`config.mk`:
```
export PLATFORM = sky130hd
export DESIGN_NAME = multiple_transfer_ctrl
export DESIGN_NICKNAME = d
export VERILOG_FILES = /design/src/rtl/multiple_transfer_ctrl_pkg.sv /design/src/rtl/multiple_transfer_ctrl_reg_list_scan.sv /design/src/rtl/multiple_transfer_ctrl.sv
export SDC_FILE = /design/constraint.sdc
export NUM_CORES = 1
export LEC_CHECK = 0
export BUFFER_PORTS_ARGS = -buffer_cell sky130_fd_sc_hd__buf_2
export CAP_MARGIN = 20
export CELL_PAD_IN_SITES_DETAIL_PLACEMENT = 1
export CELL_PAD_IN_SITES_GLOBAL_PLACEMENT = 1
export CORE_MARGIN = 2
export CORE_UTILIZATION = 35
export CTS_CLUSTER_DIAMETER = 200
export DETAILED_ROUTE_END_ITERATION = 10
export MAX_ROUTING_LAYER = met4
export PLACE_DENSITY = 0.78
export SYNTH_ARGS = -nofsm -noshare
export SYNTH_HDL_FRONTEND = slang
export SYNTH_SLANG_ARGS = --single-unit
```
`constraint.sdc`:
```
create_clock -name clk -period 8.39 [get_ports clk]
set_input_delay 0.4195 -clock clk [delete_from_list [all_inputs] [get_ports clk]]
set_output_delay 0.4195 -clock clk [all_outputs]
set_load 0.02 [all_outputs]
```
`src/rtl/multiple_transfer_ctrl_pkg.sv`:
```
// ============================================================================
// Module   : multiple_transfer_ctrl_pkg
// Brief    : Shared state encodings, register numbers and index mapping for
//            the Thumb block-transfer sequencer.
// Revision : 1.0 - initial release
// ============================================================================
`default_nettype none

package multiple_transfer_ctrl_pkg;

  typedef enum logic [1:0] {
    MT_IDLE  = 2'd0,
    MT_XFER  = 2'd1,
    MT_DRAIN = 2'd2,
    MT_WB    = 2'd3
  } mt_state_e;

  localparam logic [3:0] REG_SP = 4'd13;
  localparam logic [3:0] REG_LR = 4'd14;
  localparam logic [3:0] REG_PC = 4'd15;

  // List bit 8 names LR on stores and PC on loads.
  function automatic logic [3:0] map_idx(input logic [3:0] bit_idx, input logic is_load);
    if (bit_idx == 4'd8) begin
      return is_load ? REG_PC : REG_LR;
    end
    return bit_idx;
  endfunction

endpackage

`default_nettype wire

```
`src/rtl/multiple_transfer_ctrl_reg_list_scan.sv`:
```
// ============================================================================
// Module   : reg_list_scan
// Brief    : Lowest-set-bit index, any flag and popcount over a 9-bit list.
// Revision : 1.0 - initial release
// ============================================================================
`default_nettype none

module reg_list_scan (
  input  logic [8:0] list_i,
  output logic [3:0] idx_o,
  output logic       any_o,
  output logic [3:0] count_o
);

  always_comb begin
    idx_o   = 4'd0;
    count_o = 4'd0;
    any_o   = |list_i;
    for (int i = 8; i >= 0; i--) begin
      if (list_i[i]) begin
        idx_o = 4'(i);
      end
    end
    for (int i = 0; i < 9; i++) begin
      count_o = count_o + {3'd0, list_i[i]};
    end
  end

endmodule

`default_nettype wire

```
`src/rtl/multiple_transfer_ctrl.sv`:
```
// ============================================================================
// Module   : multiple_transfer_ctrl
// Brief    : LDM/STM/PUSH/POP sequencer: one memory access per cycle, loaded
//            words and the updated base go to the write-back mux.
//            Option MULT_POP_PC_EN: loads of list bit 8 write PC (pc_load).
// Revision : 1.0 - initial release
// ============================================================================
`default_nettype none

module multiple_transfer_ctrl
  import multiple_transfer_ctrl_pkg::*;
(
  input  logic        clk,
  input  logic        rst,
  input  logic        start,
  input  logic        is_load,
  input  logic        is_push,
  input  logic [8:0]  reg_list,
  input  logic [3:0]  base_idx,
  input  logic [31:0] base_addr,
  input  logic        wback_req,
  input  logic [31:0] reg_rdata,
  input  logic [31:0] mem_rdata,
  output logic        busy,
  output logic        done,
  output logic [31:0] mem_addr,
  output logic        mem_ren,
  output logic        mem_wen,
  output logic [31:0] mem_wdata,
  output logic [3:0]  reg_rd_idx,
  output logic        w_reg_en_from_multiple,
  output logic [3:0]  w_reg_idx,
  output logic [31:0] Ri,
  output logic        pc_load
);

  mt_state_e   state_q;
  logic        busy_q;
  logic        done_q;
  logic [8:0]  list_q;
  logic        is_load_q;
  logic        wb_en_q;
  logic [3:0]  base_idx_q;
  logic [31:0] new_base_q;
  logic [31:0] next_addr_q;
  logic [31:0] mem_addr_q;
  logic        mem_ren_q;
  logic        mem_wen_q;
  logic [3:0]  cur_idx_q;
  logic        ld_wr_q;
  logic        wb_q;
  logic [3:0]  w_reg_idx_q;
  logic        ld_pc_q;

  logic [8:0]  eff_list_d;
  logic [8:0]  scan_list_d;
  logic [3:0]  scan_idx;
  logic        scan_any;
  logic [3:0]  scan_cnt;
  logic [8:0]  low_bit_d;
  logic [31:0] four_n_d;
  logic        push_d;
  logic [31:0] start_addr_d;
  logic [31:0] new_base_d;
  logic        wb_apply_d;

`ifdef MULT_POP_PC_EN
  assign eff_list_d = reg_list;
`else
  assign eff_list_d = is_load ? {1'b0, reg_list[7:0]} : reg_list;
`endif

  // In IDLE the scanner looks at the incoming list, otherwise at what remains.
  assign scan_list_d = (state_q == MT_IDLE) ? eff_list_d : list_q;

  reg_list_scan u_scan (
    .list_i  (scan_list_d),
    .idx_o   (scan_idx),
    .any_o   (scan_any),
    .count_o (scan_cnt)
  );

  assign low_bit_d    = 9'd1 << scan_idx;
  assign four_n_d     = {26'd0, scan_cnt, 2'b00};
  assign push_d       = is_push & ~is_load;
  assign start_addr_d = push_d ? (base_addr - four_n_d) : base_addr;
  assign new_base_d   = push_d ? (base_addr - four_n_d) : (base_addr + four_n_d);
  assign wb_apply_d   = wback_req & ~(is_load & ~base_idx[3] & eff_list_d[base_idx[2:0]]);

  always_ff @(posedge clk) begin
    if (rst) begin
      state_q     <= MT_IDLE;
      busy_q      <= 1'b0;
      done_q      <= 1'b0;
      list_q      <= 9'd0;
      is_load_q   <= 1'b0;
      wb_en_q     <= 1'b0;
      base_idx_q  <= 4'd0;
      new_base_q  <= 32'd0;
      next_addr_q <= 32'd0;
      mem_addr_q  <= 32'd0;
      mem_ren_q   <= 1'b0;
      mem_wen_q   <= 1'b0;
      cur_idx_q   <= 4'd0;
      ld_wr_q     <= 1'b0;
      wb_q        <= 1'b0;
      w_reg_idx_q <= 4'd0;
      ld_pc_q     <= 1'b0;
    end else begin
      done_q <= 1'b0;
      case (state_q)
        MT_IDLE: begin
          ld_wr_q     <= 1'b0;
          ld_pc_q     <= 1'b0;
          wb_q        <= 1'b0;
          w_reg_idx_q <= 4'd0;
          if (start) begin
            is_load_q  <= is_load;
            base_idx_q <= base_idx;
            wb_en_q    <= wb_apply_d;
            new_base_q <= new_base_d;
            if (scan_any) begin
              state_q     <= MT_XFER;
              busy_q      <= 1'b1;
              mem_addr_q  <= start_addr_d;
              next_addr_q <= start_addr_d + 32'd4;
              mem_ren_q   <= is_load;
              mem_wen_q   <= ~is_load;
              cur_idx_q   <= map_idx(scan_idx, is_load);
              list_q      <= scan_list_d & ~low_bit_d;
            end else begin
              done_q <= 1'b1;
            end
          end
        end

        MT_XFER: begin
          // The access issued this cycle returns its load data next cycle.
          ld_wr_q     <= is_load_q;
          ld_pc_q     <= is_load_q & (cur_idx_q == REG_PC);
          w_reg_idx_q <= is_load_q ? cur_idx_q : 4'd0;
          if (scan_any) begin
            mem_addr_q  <= next_addr_q;
            next_addr_q <= next_addr_q + 32'd4;
            cur_idx_q   <= map_idx(scan_idx, is_load_q);
            list_q      <= scan_list_d & ~low_bit_d;
          end else begin
            mem_addr_q <= 32'd0;
            mem_ren_q  <= 1'b0;
            mem_wen_q  <= 1'b0;
            cur_idx_q  <= 4'd0;
            if (is_load_q) begin
              state_q <= MT_DRAIN;
            end else if (wb_en_q) begin
              state_q     <= MT_WB;
              wb_q        <= 1'b1;
              w_reg_idx_q <= base_idx_q;
            end else begin
              state_q <= MT_IDLE;
              busy_q  <= 1'b0;
              done_q  <= 1'b1;
            end
          end
        end

        MT_DRAIN: begin
          ld_wr_q <= 1'b0;
          ld_pc_q <= 1'b0;
          if (wb_en_q) begin
            state_q     <= MT_WB;
            wb_q        <= 1'b1;
            w_reg_idx_q <= base_idx_q;
          end else begin
            state_q     <= MT_IDLE;
            busy_q      <= 1'b0;
            done_q      <= 1'b1;
            w_reg_idx_q <= 4'd0;
          end
        end

        MT_WB: begin
          state_q     <= MT_IDLE;
          busy_q      <= 1'b0;
          done_q      <= 1'b1;
          wb_q        <= 1'b0;
          w_reg_idx_q <= 4'd0;
        end

        default: begin
          state_q <= MT_IDLE;
          busy_q  <= 1'b0;
        end
      endcase
    end
  end

  assign busy                   = busy_q;
  assign done                   = done_q;
  assign mem_addr               = mem_addr_q;
  assign mem_ren                = mem_ren_q;
  assign mem_wen                = mem_wen_q;
  assign mem_wdata              = mem_wen_q ? reg_rdata : 32'd0;
  assign reg_rd_idx             = cur_idx_q;
  assign w_reg_en_from_multiple = ld_wr_q | wb_q;
  assign w_reg_idx              = w_reg_idx_q;

`ifdef MULT_POP_PC_EN
  assign pc_load = ld_wr_q & ld_pc_q;
  assign Ri      = ld_wr_q ? (ld_pc_q ? {mem_rdata[31:1], 1'b0} : mem_rdata)
                 : (wb_q ? new_base_q : 32'd0);
`else
  logic unused_pc;
  assign unused_pc = ld_pc_q;
  assign pc_load   = 1'b0;
  assign Ri        = ld_wr_q ? mem_rdata : (wb_q ? new_base_q : 32'd0);
`endif

endmodule

`default_nettype wire

```
==> reports/summary.txt <==
Final core occ: 43.2%
Crit path max-delay family: adder cells
RSZ-0062 raised after global routing: no
Final setup fails: 0
Max incr delay on CP: 0.56 ns
CP Launch Type: flop
DRC Markers: 0
Post-synthesis sequential area ratio: 28.4%
Sw frac: 42.1%
Drt first pass iters: 6
Via count: 9,793
Flop pwr share: 27.1%
Psw: 1.19 mW
Fin. Hold Viols: 0
Logic pwr share: 45.3%
TritonCTS clock tree: done
Clk root buf: clkbuf_16
Post-route clock period utilization: 93.6%
WS Path Type: reg2reg
Largest net degree at the start of global routing: 72
Final cell count without fillers: 1,743
CP max FO: 11
Largest area contributor in the netlist: dfxtp_1
Async SR Flop Fraction: 0%
Fillers: 3,229
Cell-internal power: 1.64 mW
CTS Buf Count: 17
Arrival @ worst endpoint: 8.13 ns
Area growth, synth to finish: 21.5%
Placer Congestion: 0.951
WL final: 33.9 mm
Rel. slew slack: 33.5%
Synth Flop Type: dfxtp_1
Syn_nets: 1,389
GRT Overall Usage: 26.0%
Inst Count DP: 1,711
Rows: 58
Synth warn: 0
Reg clk slew, reported paths: 0.06 ns
I/O pin count: 225
Antenna violations before repair: 0
CTS max path bufs: 2
Worst-Margin Slew: 0.998 ns
DRT iter0 DRCs: 648
Post-synth cell types: 71
WP buf/inv: 5
Area contributors post-synth: dfxtp_1 28%, nand2_1 7.9%, nor2_1 6.0%
TNS Setup: 0 ns
Hold buffers post-CTS: 0
Post CTS Setup Buffer Count: 0
Mapped Area: 8960 sq um
Cell mode on critical path: fa_1
Critical path endpoint category: flop
Fmax: 127 MHz
Power per cell area: 260 nW/um^2
Tmin final: 7.86 ns
Hold Path Class: in2reg
Number of global-route vias before repair: 9,796
Reg2reg setup slack: 0.53 ns
Clock share of power: 27.6%
Clk_lat worst skew: 0.43 ns
Port bufs: 223
Gr ovfl total: 0
Number of flops mapped to enable cells by yosys: 0
Share of cells above drive strength 1: 21.4%
Die width: 164 microns
Fin nets: 1,545
Vias per Instance: 5.62
H-tree levels: 4
Share of the synthesized area in the top cell type: 28.4%
Status: completed
CP max-delay cell: a21boi_0
Max-cap violation count: 0
Slew Limit Fails: 0
Lkg Pwr: 4.51 nW
Wire per inst: 19.4 microns
Clock sink total: 127
Syn_area_per_cell: 7.20 sq um
Die ar.: 26,900 sq um
CP Cell Sequence: inv_1 -> ha_1 -> buf_4 -> mux2_2 -> inv_1 -> ha_1 -> fa_1 -> inv_1 -> fa_1 -> fa_1 -> inv_1 -> ha_1 -> fa_1 -> fa_1 -> o21bai_1 -> a21boi_0 -> o211ai_1 -> a21boi_0 -> and4_1 -> nand4b_1 -> o41a_1 -> o21ai_1 -> a31oi_1
Synth Register Bits: 127
Worst Skew: 0.00859 ns
CORE AREA: 25,200 sq um
Global-route wire length before repair: 53.4 mm
Initial Utilization: 35.6%
PostCTS Resize Cnt: 0
Die Y: 164 microns
Post-synthesis cell count: 1,245
Post-route ant nets: 0
Critical Path RT: 8.67 ns
Peak VDD IR: 147 uV
# diodes: 0
Detail Placement HPWL: 24.9 mm
logic make-up after synthesis:
group                    synth area share [%]
AO/OA/AOI/OAI                            22.2
XOR/XNOR                                 5.57
adder cells (fa/ha/maj)                  4.64
buffers and inverters                    6.10
flip-flops                               28.4
multiplexers                             3.60
other                                  0.0418
AND/OR/NAND/NOR                          29.5
metal layers:
metal	global-route usage [%]	wire, microns	share of wire [%]
met4	9.93	977	2.9
met3	3.69	1550	4.6
met5	-	0	0
met2	42.6	16000	47
met1	32.4	15300	45
synth_stat cells (all sizes together) (6+ instances only):
cell type	number
a211oi	43
a21oi	87
a221oi	11
a22oi	8
a31oi	12
a32oi	6
and2	39
and3	11
buf	9
clkbuf	95
dfxtp	127
fa	7
ha	22
inv	35
mux2	6
mux2i	21
nand2	189
nand2b	10
nand3	22
nand4	6
nor2	144
nor2b	8
nor3	46
nor3b	8
nor4	21
o211ai	9
o21a	6
o21ai	72
o31ai	12
or2	7
or3	13
or4	11
xnor2	33
xor2	24
cell type report:
type / instances / area [sq um] / share of cell area [%]
multi-input combinational: 978 / 5890 / 54.1
sequential: 127 / 2540 / 23.4
timing repair buffer: 241 / 1290 / 11.9
clock buffer: 21 / 470 / 4.32
tap: 330 / 413 / 3.79
clock inverter: 10 / 136 / 1.25
inverter: 36 / 135 / 1.24
metrics by stage:
stage,instance area [sq um],hold WS (ns),power [mW],setup slack [ns]
floorplan,8960,0.429,1.64,0.908
global placement,10200,0.439,2.01,0.899
detailed placement,10200,0.445,2.04,0.629
CTS,10900,0.222,2.83,0.582
global route,10900,0.261,3.01,0.00398
finish,10900,0.244,2.83,0.534
placed cells by master, fill, tap and decap left out, drive strengths merged, types with 6 or more instances in the layout:
master,synthesis,routed
a211oi,43,43
or3,13,13
or2,7,7
fa,7,7
nand4,6,6
or4,11,11
o31ai,12,12
and3,11,11
nor4,21,21
nor2b,8,8
buf,9,241
nand3,22,22
nand2,189,189
a31oi,12,12
o21a,6,6
xnor2,33,33
a32oi,6,6
dfxtp,127,127
nor3,46,46
nor2,144,144
inv,35,35
clkbuf,95,21
a221oi,11,11
a21oi,87,87
mux2i,21,21
a22oi,8,8
o211ai,9,9
nand2b,10,10
and2,39,39
xor2,24,24
o21ai,72,72
mux2,6,6
ha,22,22
nor3b,8,8
worst register-to-register path: stages (launching register included):
cell and delay (ns):
dfxtp_1 0.35, inv_1 0.12, ha_1 0.24, buf_4 0.22, mux2_2 0.41, inv_1 0.08, ha_1 0.24, fa_1 0.54
inv_1 0.06, fa_1 0.50, fa_1 0.54, inv_1 0.05, ha_1 0.22, fa_1 0.54, fa_1 0.52, o21bai_1 0.35
a21boi_0 0.25, o211ai_1 0.29, a21boi_0 0.56, and4_1 0.33, nand4b_1 0.54, o41a_1 0.54, o21ai_1 0.12, a31oi_1 0.09
worst paths after layout:
kind                                from                      endpoint  cells after the start
max              state_q[0]$_SDFFE_PP0P_  next_addr_q[31]$_SDFFE_PP0P_                     23
min reg2reg  new_base_q[11]$_SDFFE_PP0P_   new_base_q[11]$_SDFFE_PP0P_                      2
min                          base_idx[3]    base_idx_q[3]$_SDFFE_PP0P_                      3
max reg2reg      state_q[0]$_SDFFE_PP0P_  next_addr_q[31]$_SDFFE_PP0P_                     23
power groups by stage:
stage                     registers (mW)  clock network [mW]  logic, mW
after floorplan                    0.797                   0      0.839
after global placement             0.778                   0       1.23
after detailed placement           0.781                   0       1.26
after CTS                          0.770               0.790       1.27
after global routing               0.781               0.818       1.41
final                              0.768               0.780       1.28
registers in the layout, summed over array words and instances (netlist names), 2 cells and up:
register / flops
list_q: 9
mem_addr: 32
new_base_q: 32
base_idx_q: 4
reg_rd_idx: 4
state_q: 2
w_reg_idx: 4
next_addr_q: 32
Note: power is estimated with default switching activity, not from simulation.
